[src/rtl/data_ram.sv]
// data_ram: 64x32 single-port synchronous RAM, write-first, preloaded with the [A | I] image
module data_ram #(
    parameter int DATA_WIDTH  = 32,
    parameter int ADDR_WIDTH  = 6,
    parameter int DEPTH       = 64,
    parameter bit INIT_ENABLE = 1'b1
) (
    input  logic                  clka,
    input  logic                  rsta,
    input  logic                  wea,
    input  logic [ADDR_WIDTH-1:0] addra,
    input  logic [DATA_WIDTH-1:0] dina,
    output logic [DATA_WIDTH-1:0] douta
);
    // Words are kept XOR-ed with the default image, so an all-zero array reads back as the image.
    function automatic logic [DATA_WIDTH-1:0] img(input logic [ADDR_WIDTH-1:0] a);
        int r;
        int c;
        r = int'(a) / 10;
        c = int'(a) % 10;
        if (!INIT_ENABLE || int'(a) >= 50) return '0;
        if (c < 5) return DATA_WIDTH'((c == r) ? 1 : (c == r + 1) ? 2 : 0);
        return DATA_WIDTH'((c - 5 == r) ? 1 : 0);
    endfunction

    logic [DATA_WIDTH-1:0] mem [0:DEPTH-1] = '{default: '0};
    logic                  in_range;
    logic [DATA_WIDTH-1:0] base;

    assign in_range = int'(addra) < DEPTH;
    assign base     = img(addra);

    // storage: reset does not clear contents but blocks writes while asserted
    always_ff @(posedge clka) begin
        if (!rsta && wea && in_range) mem[addra] <= dina ^ base;
    end

    // registered read port, write-first, asynchronously cleared by rsta
    always_ff @(posedge clka or posedge rsta) begin
        if (rsta) douta <= '0;
        else if (wea) douta <= dina;
        else douta <= in_range ? (mem[addra] ^ base) : '0;
    end
endmodule

[config.mk]
export PLATFORM = sky130hd
export DESIGN_NAME = data_ram
export DESIGN_NICKNAME = d
export VERILOG_FILES = /design/src/rtl/data_ram.sv
export SDC_FILE = /design/constraint.sdc
export NUM_CORES = 2
export LEC_CHECK = 0
export ABC_AREA = 1
export CORE_MARGIN = 2
export CORE_UTILIZATION = 45
export CTS_CLUSTER_SIZE = 28
export DETAILED_ROUTE_END_ITERATION = 12
export REMOVE_ABC_BUFFERS = 1
export SLEW_MARGIN = 10
export SYNTH_ARGS = -nofsm -noshare
export SYNTH_HDL_FRONTEND = slang
export SYNTH_SLANG_ARGS = --single-unit
export TNS_END_PERCENT = 5
[constraint.sdc]
create_clock -name clka -period 2.8 [get_ports clka]
set_input_delay 0.42 -clock clka [delete_from_list [all_inputs] [get_ports clka]]
set_output_delay 0.42 -clock clka [all_outputs]
set_load 0.03 [all_outputs]
==> run metrics <==
top post-synthesis cells by area edfxtp_1, nand2_1, a221oi_1; wire length on met3 24.3 mm; filler cell count ~13k; area post-placement roughly 0.088 mm2; post-synth top area share 0.799; remaining global-route overflow 0; R2R Setup Slk ~0.56 ns; worst slew pin tran 1.02 ns; Synth area leader edfxtp_1; global-route usage over all layers 0.284; post-route met1 wirelength 99.1 mm; footprint of the multi-input gates 0.0142 mm2; pre-CTS WS -1.14 ns; Setup WS post-layout 0.0391 ns; CTS root buffer clkbuf_16; CTS Buffer Depth 3; Cells after Synth 4858; WL per Instance about 31 um; Tmin final 2.76 ns; Reg clk slew, reported paths 0.06 ns; initial antenna violation count 11; global-route wire length before repair between 300 and 400 mm; final period utilization 0.986; DRT Wirelength 251 mm; Setup CP Type primary input to flip-flop; FMAX 362 MHz; routed via count 49.0k; setup TNS 0 ns; Critical Path RT 3.48 ns; Layout Area Growth over Synthesis 23.9%; Critical Path Source Type primary input; die width between 400 and 500 um; GP Congestion 0.857; Main synth FF type edfxtp_1; max-cap violations 0; initial drt markers 6078; FP Rows 151; Final ANT Viol Nets 0; cts bufs inserted 204; Final Slew Violations 0; Core Region 0.170 mm2; drt via density 6.11; vias in the first global route 47.6k; pin count of the biggest net entering global routing 66; # H-tree levels 4; Max Used Layer met5; clock sinks 2080; full die area about 0.17 mm2; worst clock skew around 0.052 ns; Unique masters post-synth 49; outcome finished, final reports clean; Async SR Flop Fraction 0.0154; Clk Latency, worst-skew pair between 0.8 and 0.9 ns; Synth Cell Area 0.0770 mm2; Setup crit end kind flip-flop; cell mode on critical path nand2_2; crit-path max FO 6; final hold violation count 0; Top-Level Pins 73; port buffer count 72; post-synthesis sequential area ratio 0.809; max incr delay on CP 0.27 ns; Final Cell Area around 0.095 mm2; max_slew headroom 0.317; sequential cell area 0.0623 mm2; share of layout cells above drive strength 1 0.222; WL met2 119 mm; final net count 5672; post-synthesis sequential element count 2080; DRC 0; CTS tree yes; total iterations of the first detailed-routing run 5; number of flops mapped to enable cells by yosys 2048; Die Y 418 um; post-layout util 0.562; Hold Path Class primary input to flip-flop; Worst VDD drop 566 uV; final setup violation count 0; syn_area_per_cell 15.8 um2; Max stage delay cell, worst path ha_4; Power Dens Cells 700 mW/mm2; initial core utilization 0.454; LEAKAGE 32.2 nW; Ys Warns 0; Arr. time, crit path about 3.4 ns; DP HPWL between 150 and 200 mm
## state kept, by name, indices dropped and copies added, names as in the netlist
| register | cells |
|---|---|
| douta | 32 |
| mem | 2048 |
## cell type report
| type | count | share of cell area |
|---|---|---|
| Inverter | 92 | 0.00469 |
| Clock inverter | 113 | 0.0121 |
| Multi-Input combinational cell | 2421 | 0.149 |
| Tap cell | 2218 | 0.0291 |
| Timing Repair inverter | 1 | 0.0000918 |
| Antenna cell | 3 | 0.0000787 |
| Timing Repair Buffer | 828 | 0.0930 |
| Clock buffer | 271 | 0.0590 |
| Sequential cell | 2080 | 0.653 |
## cells in the mapped netlist, types with 4 or more instances
master / n
buf_1: 61
nor2_2: 4
inv_1: 78
inv_2: 9
nand2_4: 8
nand3_1: 81
a32o_1: 7
o21ai_0: 84
nand2_1: 1097
clkbuf_1: 108
a21oi_1: 23
clkinv_1: 4
nand4_1: 243
nor2_1: 170
dfrtp_1: 32
a22oi_1: 272
a41o_1: 9
nand3_2: 6
o32ai_1: 14
o2111ai_1: 4
nand2_2: 13
a41oi_1: 4
edfxtp_1: 2048
a22o_1: 94
a221oi_1: 252
buf_2: 92
## layout by cell type, fill, tap and decap left out, drive strengths merged, types with 4 or more instances in the layout
| master | instances |
|---|---|
| a22oi | 272 |
| clkbuf | 275 |
| clkdlybuf4s50 | 37 |
| a41oi | 4 |
| bufinv | 22 |
| inv | 95 |
| buf | 785 |
| nand4 | 243 |
| o2111ai | 4 |
| a41o | 9 |
| o21ai | 89 |
| a21oi | 24 |
| clkinvlp | 7 |
| nand2 | 1118 |
| nor2 | 175 |
| a22o | 94 |
| a221oi | 252 |
| o32ai | 14 |
| edfxtp | 2048 |
| dfrtp | 32 |
| clkinv | 82 |
| a32o | 7 |
| nand3 | 89 |
## critical path: cells and delay by family
family / cells / cell delay (ns)
xor gates and xnor gates: 1 / 0.23
AOI/OAI and AO/OA: 1 / 0.05
adders and majority gates: 2 / 0.39
buffers and inverters: 10 / 0.95
and+or+nand+nor: 16 / 1.40
## cells by family after synthesis
group	synth area share
compound gates	0.0791
xor+xnor	0.000455
simple gates	0.0916
fa+ha+maj	0.000488
flops	0.809
buf+inv	0.0193
## path summary, 6_finish.rpt
path	startpoint	end	depth (start not counted)
max reg2reg	mem[49][29]$_DFFE_PP_	douta[29]$_DFF_PP0_	12
max	addra[3]	mem[25][1]$_DFFE_PP_	30
min	dina[21]	mem[59][21]$_DFFE_PP_	1
min reg2reg	mem[59][28]$_DFFE_PP_	douta[28]$_DFF_PP0_	6
min in group asynchronous	rsta	douta[30]$_DFF_PP0_	3
max in group asynchronous	rsta	douta[23]$_DFF_PP0_	3
## metal layers
metal	global-route usage	vias to the layer above
met4	0.0838	4
met5	0	-
met1	0.395	25400
li1	-	20500
met2	0.457	2711
met3	0.0515	467
## stage by stage
step	std cells	total power, mW	hold WS, ns
6_report	8027	66.8	0.0536
5_1_grt	8024	68.3	0.0367
4_1_cts	8004	66.6	0.0165
3_5_place_dp	7603	39.2	0.703
3_3_place_gp	7603	39.2	0.695
2_1_floorplan	4593	36.7	0.519
## power breakdown
group | internal (mW) | leakage, nW | switching (mW)
Clock | 16.0 | 3.32 | 11.8
Combinational | 1.60 | 10.1 | 2.92
Sequential | 34.4 | 18.8 | 0.0729
Total | 52.0 | 32.2 | 14.8
## what timing repair did
item	CTS	global route
hold buffers	1	0
hold endpoints to repair	1	0
endpoints found under the setup margin	135	157
pin swaps	13	50
cloned	1	7
buffers inserted	15	16
gates resized for setup	34	101
Note: power is estimated with default switching activity, not from simulation.
